File: config.mk
export PLATFORM = sky130hd
export DESIGN_NAME = ap_ctrl_chain_driver
export DESIGN_NICKNAME = d
export VERILOG_FILES = /design/src/rtl/ap_ctrl_chain_driver.sv
export SDC_FILE = /design/constraint.sdc
export NUM_CORES = 1
export LEC_CHECK = 0
export ABC_AREA = 1
export BUFFER_PORTS_ARGS = -buffer_cell sky130_fd_sc_hd__buf_2
export CAP_MARGIN = 15
export CORE_MARGIN = 2
export CORE_UTILIZATION = 40
export CTS_CLUSTER_SIZE = 28
export DETAILED_ROUTE_END_ITERATION = 16
export PLACE_DENSITY_LB_ADDON = 0.15
export SYNTH_ARGS = -nofsm -noshare
export SYNTH_HDL_FRONTEND = slang
export SYNTH_SLANG_ARGS = --single-unit
File: constraint.sdc
create_clock -name ap_clk -period 3.2 [get_ports ap_clk]
set_clock_uncertainty 0.05 [all_clocks]
set_input_delay 0.32 -clock ap_clk [delete_from_list [all_inputs] [get_ports ap_clk]]
set_output_delay 0.32 -clock ap_clk [all_outputs]
set_load 0.01 [all_outputs]
File: src/rtl/ap_ctrl_chain_driver.sv
// ap_ctrl_chain initiator: launches commanded transactions into a kernel
// and emits one latency record per completion. Option: AP_CTRL_DRV_TIMEOUT_EN.
module ap_ctrl_chain_driver #(
  parameter int TXN_W   = 16,
  parameter int CNT_W   = 32,
  parameter int MAX_OUT = 4
`ifdef AP_CTRL_DRV_TIMEOUT_EN
  ,
  parameter int TIMEOUT_CYC = 100000
`endif
) (
  input  logic             ap_clk,
  input  logic             ap_rst,
  input  logic             cmd_valid,
  output logic             cmd_ready,
  input  logic [TXN_W-1:0] cmd_count,
  output logic             dut_ap_start,
  input  logic             dut_ap_ready,
  input  logic             dut_ap_done,
  output logic             dut_ap_continue,
  output logic             rec_valid,
  input  logic             rec_ready,
  output logic [TXN_W-1:0] rec_index,
  output logic [CNT_W-1:0] rec_latency,
  output logic             busy,
  output logic             done_pulse,
  output logic             proto_err
`ifdef AP_CTRL_DRV_TIMEOUT_EN
  ,
  output logic             timeout
`endif
);

  localparam int PTR_W = (MAX_OUT > 1) ? $clog2(MAX_OUT) : 1;
  localparam int OUT_W = $clog2(MAX_OUT + 1);

  typedef enum logic [1:0] {
    S_IDLE,
    S_RUN,
    S_FINISH
  } state_e;

  state_e            state_q, state_d;
  logic [TXN_W-1:0]  count_q, count_d;
  logic [TXN_W-1:0]  launched_q, launched_d;
  logic [TXN_W-1:0]  completed_q, completed_d;
  logic [OUT_W-1:0]  outst_q, outst_d;
  logic [CNT_W-1:0]  cyc_q, cyc_d;
  logic [PTR_W-1:0]  wr_ptr_q, wr_ptr_d;
  logic [PTR_W-1:0]  rd_ptr_q, rd_ptr_d;
  logic [CNT_W-1:0]  fifo_q [MAX_OUT];
  logic [CNT_W-1:0]  fifo_d [MAX_OUT];
  logic              rec_valid_q, rec_valid_d;
  logic [TXN_W-1:0]  rec_index_q, rec_index_d;
  logic [CNT_W-1:0]  rec_latency_q, rec_latency_d;
  logic              proto_err_q, proto_err_d;
`ifdef AP_CTRL_DRV_TIMEOUT_EN
  logic              timeout_q, timeout_d;
  logic [CNT_W-1:0]  wd_q, wd_d;
`endif

  logic acc;
  logic dn;
  logic cmd_acc;

  function automatic logic [PTR_W-1:0] ptr_inc(input logic [PTR_W-1:0] p);
    return (p == PTR_W'(MAX_OUT - 1)) ? '0 : p + 1'b1;
  endfunction

  assign cmd_ready       = (state_q == S_IDLE);
  assign busy            = (state_q != S_IDLE);
  assign done_pulse      = (state_q == S_FINISH);
  assign dut_ap_start    = (state_q == S_RUN) &&
                           (launched_q < count_q) &&
                           (outst_q < OUT_W'(MAX_OUT));
  assign dut_ap_continue = busy && (!rec_valid_q || rec_ready);
  assign acc             = dut_ap_start && dut_ap_ready;
  assign dn              = dut_ap_done && dut_ap_continue && (outst_q != '0);
  assign cmd_acc         = cmd_valid && cmd_ready;
  assign rec_valid       = rec_valid_q;
  assign rec_index       = rec_index_q;
  assign rec_latency     = rec_latency_q;
  assign proto_err       = proto_err_q;
`ifdef AP_CTRL_DRV_TIMEOUT_EN
  assign timeout         = timeout_q;
`endif

  // Next-state: timestamp FIFO, counters, record register and FSM.
  always_comb begin
    state_d       = state_q;
    count_d       = count_q;
    launched_d    = launched_q;
    completed_d   = completed_q;
    outst_d       = outst_q;
    cyc_d         = cyc_q + 1'b1;
    wr_ptr_d      = wr_ptr_q;
    rd_ptr_d      = rd_ptr_q;
    fifo_d        = fifo_q;
    rec_valid_d   = rec_valid_q;
    rec_index_d   = rec_index_q;
    rec_latency_d = rec_latency_q;
    proto_err_d   = proto_err_q;
`ifdef AP_CTRL_DRV_TIMEOUT_EN
    timeout_d     = timeout_q;
    wd_d          = wd_q;
`endif

    if (dut_ap_done && (outst_q == '0)) proto_err_d = 1'b1;

    if (acc) begin
      fifo_d[wr_ptr_q] = cyc_q;
      wr_ptr_d         = ptr_inc(wr_ptr_q);
      launched_d       = launched_q + 1'b1;
    end

    if (dn) begin
      rd_ptr_d      = ptr_inc(rd_ptr_q);
      rec_latency_d = cyc_q - fifo_q[rd_ptr_q];
      rec_index_d   = completed_q;
      rec_valid_d   = 1'b1;
      completed_d   = completed_q + 1'b1;
    end else if (rec_ready) begin
      rec_valid_d = 1'b0;
    end

    if (acc && !dn) outst_d = outst_q + 1'b1;
    else if (!acc && dn) outst_d = outst_q - 1'b1;

    unique case (state_q)
      S_IDLE: begin
        if (cmd_acc) begin
          count_d     = cmd_count;
          launched_d  = '0;
          completed_d = '0;
          outst_d     = '0;
          wr_ptr_d    = '0;
          rd_ptr_d    = '0;
`ifdef AP_CTRL_DRV_TIMEOUT_EN
          timeout_d   = 1'b0;
          wd_d        = '0;
`endif
          state_d     = (cmd_count == '0) ? S_FINISH : S_RUN;
        end
      end
      S_RUN: begin
        if ((completed_q == count_q) && !rec_valid_q) state_d = S_FINISH;
`ifdef AP_CTRL_DRV_TIMEOUT_EN
        if (acc || dn) begin
          wd_d = '0;
        end else begin
          wd_d = wd_q + 1'b1;
          if (wd_q == CNT_W'(TIMEOUT_CYC - 1)) begin
            timeout_d = 1'b1;
            state_d   = S_FINISH;
          end
        end
`endif
      end
      S_FINISH: state_d = S_IDLE;
      default:  state_d = S_IDLE;
    endcase
  end

  // State register with synchronous reset.
  always_ff @(posedge ap_clk) begin
    if (ap_rst) begin
      state_q       <= S_IDLE;
      count_q       <= '0;
      launched_q    <= '0;
      completed_q   <= '0;
      outst_q       <= '0;
      cyc_q         <= '0;
      wr_ptr_q      <= '0;
      rd_ptr_q      <= '0;
      fifo_q        <= '{default: '0};
      rec_valid_q   <= 1'b0;
      rec_index_q   <= '0;
      rec_latency_q <= '0;
      proto_err_q   <= 1'b0;
`ifdef AP_CTRL_DRV_TIMEOUT_EN
      timeout_q     <= 1'b0;
      wd_q          <= '0;
`endif
    end else begin
      state_q       <= state_d;
      count_q       <= count_d;
      launched_q    <= launched_d;
      completed_q   <= completed_d;
      outst_q       <= outst_d;
      cyc_q         <= cyc_d;
      wr_ptr_q      <= wr_ptr_d;
      rd_ptr_q      <= rd_ptr_d;
      fifo_q        <= fifo_d;
      rec_valid_q   <= rec_valid_d;
      rec_index_q   <= rec_index_d;
      rec_latency_q <= rec_latency_d;
      proto_err_q   <= proto_err_d;
`ifdef AP_CTRL_DRV_TIMEOUT_EN
      timeout_q     <= timeout_d;
      wd_q          <= wd_d;
`endif
    end
  end

endmodule

==> results of run 1 <==
==> flip-flops by register name (all words and copies together) (netlist names) <==
| name | cells |
|---|---|
| cyc_q | 32 |
| rec_index | 16 |
| proto_err | 1 |
| rd_ptr_q | 2 |
| rec_valid | 1 |
| outst_q | 3 |
| wr_ptr_q | 2 |
| completed_q | 16 |
| fifo_q | 128 |
| launched_q | 16 |
| count_q | 16 |
| state_q | 2 |
| rec_latency | 32 |
==> critical path, stage by stage, from the launching register on <==
cell	delay, ns
dfxtp_2	0.35
inv_4	0.16
buf_12	0.25
nand2_1	0.08
a32o_1	0.23
ha_1	0.40
a21oi_1	0.23
o21ai_0	0.17
a21oi_1	0.25
nor2_1	0.08
nor2_1	0.13
nand2_1	0.07
nand2_1	0.05
nand3_1	0.16
o211ai_1	0.13
inv_1	0.05
==> cell usage after synthesis, types with 2 or more instances <==
library cell	count	area [sq um]
a32o_1	29	290
nand2_1	426	1600
nor2_2	5	31.3
or2_2	6	37.5
nand3_1	192	961
nand3b_1	2	15.0
xnor2_1	7	61.3
a21oi_1	277	1390
buf_1	8	30.0
nand4_1	16	100
buf_2	32	160
dfxtp_1	267	5350
a311oi_1	2	17.5
a211oi_1	4	30.0
a21boi_0	3	22.5
clkbuf_1	76	285
nor3b_1	2	15.0
nor4_1	12	75.1
xor2_1	30	263
a21o_1	7	52.6
ha_1	57	713
o21ai_0	105	526
nand2_2	3	18.8
o21a_1	5	37.5
and3_1	3	18.8
buf_4	5	37.5
o211ai_1	5	37.5
inv_1	157	589
nor3_1	41	205
inv_2	5	18.8
o22ai_1	5	31.3
a31oi_1	4	25.0
o21bai_1	2	15.0
nor2_1	182	683
o21ai_1	2	10.0
==> area by class of cell <==
class	instances	area share [%]
clock inverter	13	1.14
sequential	267	33.3
inverter	163	3.85
timing repair buffer	151	6.53
clock buffer	43	5.30
tap	455	3.54
multi-input combinational	1446	46.4
==> logic make-up after synthesis <==
group | synth area share (%)
fa+ha+maj | 5.28
buf+inv | 8.14
simple gates | 27.4
xor+xnor | 2.33
flops | 38.5
compound gates | 18.4
==> through the flow <==
stage | hold WS (ns) | util (%) | area, sq um | instances
3_3_place_gp | 0.384 | 43.4 | 14900 | 2474
3_5_place_dp | 0.402 | 43.4 | 14900 | 2474
6_report | 0.0170 | 46.7 | 16100 | 2538
5_1_grt | 0.0177 | 46.7 | 16100 | 2538
4_1_cts | 0.00116 | 46.6 | 16000 | 2538
2_1_floorplan | 0.386 | - | 13900 | 1998
==> metal layers <==
metal | routed length, microns | share of wire (%) | track usage (%) | vias up
met5 | 0 | 0 | 0 | -
met4 | 1840 | 4.1 | 10.2 | 0
met3 | 2070 | 4.7 | 2.94 | 77
met2 | 22300 | 50 | 44.5 | 363
met1 | 18200 | 41 | 28.9 | 6471
li1 | - | - | - | 6832
==> timing repair <==
item / in CTS / in global routing
hold buffers: 8 / 0
setup endpoints to repair: 0 / 20
resized for setup: 0 / 16
endpoints found under the hold margin: 8 / 0
==> worst max path at each step <==
stage,start,to,slack [ns],depth (start not counted)
3_3_place_gp,rd_ptr_q[0],rec_latency[28],0.08,14
5_1_grt,count_q[7],fifo_q[124],0.0007,16
3_5_place_dp,rd_ptr_q[0],rec_latency[28],0.03,14
6_report,rd_ptr_q[0],rec_latency[28],0.24,15
2_1_floorplan,rd_ptr_q[0],rec_latency[22],0.33,18
4_1_cts,rd_ptr_q[0],rec_latency[28],0.02,14
==> where the power goes <==
group          total, uW  switching, uW  leakage, uW  internal [uW]
clock               3610           1440     0.000508           2170
combinational       1010            680      0.00396            329
sequential          3430           44.3      0.00216           3390
total               8050           2160      0.00662           5890
==> results by group, run 1 <==
Timing
  • Worst setup margin: 0.242 ns
  • Crit share post-route: 92.5%
  • Final Max Tran Viols: 0
  • Fmax: 0.338 GHz
  • Hold Fails Final Rpt: 0
  • Final setup violation count: 0
  • Final min period: 2.96 ns
  • Least-Margin Pin Slew: 0.724 ns
  • Setup TNS: 0 ns
  • RSZ-0062 raised after global routing: false
  • Rel. slew slack: 51.4%

Critical path
  • Worst setup EP type: flop
  • Worst Setup Start Kind: flop
  • Max FO, Critical Path: 44
  • R2r endpoint: rec_latency[28]
  • CP Class: flop to flop
  • Worst EP required: 3.62 ns
  • Reg2Reg Depth: 15
  • FF-to-FF setup slack: 0.24 ns
  • R2R Path Start: rd_ptr_q[0]
  • Critical Path AT: 3.38 ns

Synthesis
  • Syn Area/Cell: 6.95 sq um
  • Library cells used by synthesis: 49
  • Yosys warns: 0
  • Seq cells post-synth: 267
  • Post-Syn Nets: 2078
  • Post-synth EDFFs: 0
  • Sequential share of the synthesized area: 38.5%
  • FFs w/ async S/R, synth: 0%
  • Primary FF master, synth: dfxtp_1
  • Syn Inst Count: 1998
  • Mapped Area: 13900 sq um

Drt
  • Via Count: 13700
  • Detail Route Antenna Nets: 0
  • Via density: 5.41
  • 1st-iter DRT viols: 882
  • First-pass detailed-route iteration total: 5
  • Routed WL: 44400 microns
  • DR WL/cell: 17.5 microns
  • DRC viols: 0

Clocking
  • Setup bufs post-CTS: 0
  • Clk root buf: clkbuf_16
  • H-tree depth: 1
  • Worst-path clk slew: 0.06 ns
  • Number of buffers created by CTS: 31
  • Clk Latency, worst-skew pair: 0.58 ns
  • CTS Sinks: 267
  • Deepest clock path buffer count: 3
  • CTS tree: yes

Final layout
  • Most common cell after layout, fill and taps aside: nand2_1
  • Register area: 5350 sq um
  • Most frequent cells in the layout: 426 x nand2_1, 276 x a21oi_1, 266 x dfxtp_1, 192 x nand3_1, 182 x nor2_1
  • Nets: 2140
  • # diodes: 0
  • Multi-input gate area: 7450 sq um
  • Area grow syn2layout: 15.7%
  • # fillers: 3585
  • Layout cells sized above 1: 10.8%

GRT
  • Initial antenna violation count: 0
  • Pin count of the biggest net entering global routing: 102
  • Global-route usage over all layers: 24.4%
  • Number of global-route vias before repair: 13100
  • First-pass GRT wire length: 70600 microns
  • Remaining Overflow, GRT: 0

Power and ir drop
  • VDD IR max: 0.000542 V
  • LEAKAGE: 0.00662 uW
  • PD cells: 501 nW/um^2
  • Total power: 8050 uW

Worst hold path
  • Hold WC Path Type: primary input to flop
  • Hold path depth: 3
  • HP Start: cmd_count[2]
  • Hold EP: count_q[2]

Place
  • Dpl hpwl: 31400 microns
  • Pre-CTS setup slack: 0.0344 ns
  • Global placement routability congestion: 0.934
  • Port bufs: 76

Die
  • Die ar.: 36200 sq um
  • DIE WIDTH: 190 microns
  • Initial Util: 40.4%
  • Core Box Area: 34400 sq um
  • Die Height: 190 microns
  • Row count: 68
  • IO Count: 77

Run status
  • Status: finished clean

Run
  • Max Cap Viol: 0
No activity file was read; power rests on OpenSTA's default activity.
==> inputs of run 2 (changes only) <==
--- a/config.mk
+++ b/config.mk
@@ -6,12 +6,12 @@
 export NUM_CORES = 1
 export LEC_CHECK = 0
 export ABC_AREA = 1
-export BUFFER_PORTS_ARGS = -buffer_cell sky130_fd_sc_hd__buf_2
 export CAP_MARGIN = 15
 export CORE_MARGIN = 2
-export CORE_UTILIZATION = 40
+export CORE_UTILIZATION = 60
 export CTS_CLUSTER_SIZE = 28
 export DETAILED_ROUTE_END_ITERATION = 16
+export DONT_BUFFER_PORTS = 1
 export PLACE_DENSITY_LB_ADDON = 0.15
 export SYNTH_ARGS = -nofsm -noshare
 export SYNTH_HDL_FRONTEND = slang
==> run 2 against run 1 <==
Core utilization is 23 points higher. Hold slack better by 0.053 ns. First-iteration DRC count increased by 59%. Routed wire length down 1.0%. Sequential share of layout area is 0.28 points higher. Clock-buffer cell count fell by 4. Non-clock buffer count fell by 52. Critical path depth is the same. Final area fell by 0.83%. Largest power group unchanged.
==> results by group, run 2 (synthesis gave the netlist of run 1 again) <==
Timing
  • Final min period: 3.01 ns (+0.0513 ns)
  • Least-Margin Pin Slew: 0.814 ns (+0.0896 ns)
  • Worst setup margin: 0.190 ns (-0.0513 ns)
  • Crit share post-route: 94.1% (+1.6 points)
  • RSZ-0062 raised after global routing: false
  • Final Max Tran Viols: 0 (unchanged)
  • Fmax: 0.332 GHz (-1.7%)
  • Setup TNS: 0 ns (unchanged)
  • Rel. slew slack: 45.6% (-5.9 points)
  • Final setup violation count: 0 (unchanged)
  • Hold Fails Final Rpt: 0 (unchanged)

Critical path
  • Worst EP required: 3.60 ns (-0.02 ns)
  • CP delay by family, top: compound AO/OA/AOI/OAI gates
  • Critical Path AT: 3.41 ns (+0.03 ns)
  • Worst path cell trace: inv_2 > buf_12 > nand2_1 > a32o_1 > ha_1 > a21oi_1 > o21ai_0 > a21oi_1 > o21ai_0 > a21oi_1 > nand2_1 > nand2_1 > nand2_1 > o21ai_0 > inv_1
  • Worst Setup Start Kind: flop
  • Max FO, Critical Path: 35 (-20%)
  • Crit path buffers/inverters: 3 (unchanged)
  • Critical-path top delay cell: ha_1
  • Largest stage delay on the critical path: 0.40 ns (about the same)
  • CP most frequent cell: nand2_1
  • CP Class: flop to flop
  • Worst setup EP type: flop

Die
  • Die Height: 156 microns (-18%)
  • Core Box Area: 22700 sq um (-34%)
  • Die ar.: 24400 sq um (-33%)
  • IO Count: 77 (unchanged)
  • Row count: 55 (-19%)
  • Initial Util: 61.1% (+21 points)
  • DIE WIDTH: 156 microns (-18%)

Drt
  • Via density: 6.06 (+12%)
  • Routed WL: 43900 microns (-1.0%)
  • DR WL/cell: 19.0 microns (+8.5%)
  • Detail Route Antenna Nets: 0 (unchanged)
  • Via Count: 14000 (+2.1%)
  • First-pass detailed-route iteration total: 5 (unchanged)
  • 1st-iter DRT viols: 1404 (+59%)
  • DRC viols: 0 (unchanged)

Run
  • Max Cap Viol: 0 (unchanged)

Final layout
  • # diodes: 0 (unchanged)
  • Max reg flops: 128 (unchanged)
  • Most frequent cells in the layout: 426 x nand2_1, 276 x a21oi_1, 266 x dfxtp_1, 192 x nand3_1, 182 x nor2_1
  • Most common cell after layout, fill and taps aside: nand2_1
  • Register area: 5350 sq um (unchanged)
  • Layout cells sized above 1: 7.19% (-3.6 points)
  • Multi-input gate area: 7420 sq um (-0.40%)
  • # fillers: 1919 (-46%)
  • Biggest register: fifo_q
  • Area grow syn2layout: 14.7%
  • Nets: 2087 (-2.5%)

Worst hold path
  • Hold WC Path Type: primary input to flop

Clocking
  • Worst-path clk slew: 0.06 ns (about the same)
  • Clk root buf: clkbuf_16
  • Clk Latency, worst-skew pair: 0.57 ns (about the same)
  • CTS tree: yes
  • Number of buffers created by CTS: 30 (-3.2%)
  • H-tree depth: 1 (unchanged)
  • Deepest clock path buffer count: 3 (unchanged)
  • CTS Sinks: 267 (unchanged)

GRT
  • Remaining Overflow, GRT: 0 (unchanged)
  • Global-route usage over all layers: 35.6% (+11 points)
  • First-pass GRT wire length: 69500 microns (-1.7%)
  • Initial antenna violation count: 0 (unchanged)
  • Pin count of the biggest net entering global routing: 166 (+63%)
  • Number of global-route vias before repair: 13500 (+2.9%)

Run status
  • Status: finished clean

Place
  • Global placement routability congestion: 0.952 (+1.9%)
  • Pre-CTS setup slack: 0.163 ns (+0.128 ns)
  • Dpl hpwl: 29400 microns (-6.4%)
  • Port bufs: 0 (-100%)

Power and ir drop
  • PD cells: 543 nW/um^2 (+8.4%)
  • LEAKAGE: 0.00646 uW (-2.5%)
  • VDD IR max: 0.000588 V (+8.5%)
-- run 2: repair_timing --
item                                    CTS  global route
hold buffers                             32             0
endpoints found under the setup margin    0            15
gates resized for setup                   0            13
hold endpoints to repair                196             0
buffers inserted                          0             3
-- run 2: final cells by class --
| cell class | instances | share of cell area [%] |
|---|---|---|
| Clock buffer | 39 | 5.11 |
| Multi-Input combinational cell | 1446 | 46.6 |
| Inverter | 163 | 3.89 |
| Sequential cell | 267 | 33.6 |
| Clock inverter | 16 | 2.46 |
| Timing Repair Buffer | 99 | 6.18 |
| Tap cell | 285 | 2.24 |
-- run 2: worst reg2reg max path, stage by stage, from the launching register on --
cell	delay, ns
dfxtp_2	0.35
inv_2	0.15
buf_12	0.22
nand2_1	0.10
a32o_1	0.24
ha_1	0.40
a21oi_1	0.23
o21ai_0	0.18
a21oi_1	0.14
o21ai_0	0.21
a21oi_1	0.19
nand2_1	0.10
nand2_1	0.06
nand2_1	0.05
o21ai_0	0.18
inv_1	0.05
-- run 2: final timing paths --
kind	cells past startpoint	slack, ns	start	to
setup reg to reg	15	0.19	rd_ptr_q[0]	rec_latency[31]
setup / recovery	15	0.19	rd_ptr_q[0]	rec_latency[31]
hold / removal	4	0.07	cmd_count[3]	state_q[0]
hold reg to reg	2	0.41	fifo_q[24]	fifo_q[24]
-- run 2: power by group --
| group | switching, uW | leakage (uW) | internal (uW) | total (uW) |
|---|---|---|---|---|
| Combinational | 684 | 0.00372 | 337 | 1020 |
| Clock | 1430 | 0.000587 | 2750 | 4180 |
| Sequential | 66.2 | 0.00216 | 3380 | 3450 |
-- run 2: metal layers --
layer  vias to the layer above  wire length (microns)  GRT usage (%)
met5                         -                      0              0
met4                         0                   3010           22.8
met3                       153                   2990           5.72
met2                       586                  20900           60.9
met1                      6579                  17000           41.5
li1                       6708                      -              -
-- run 2: per-stage QoR --
stage | utilization (%) | area (sq um) | instances | total power (uW) | hold WS, ns
after CTS | 69.9 | 15900 | 2312 | 8630 | 0.0281
after detailed placement | 63.1 | 14300 | 2225 | 4420 | 0.355
after global placement | 63.1 | 14300 | 2225 | 4410 | 0.350
after floorplan | - | 13900 | 1998 | 4160 | 0.386
after global routing | 70.2 | 15900 | 2315 | 8910 | 0.0940
final | 70.2 | 15900 | 2315 | 8650 | 0.0697
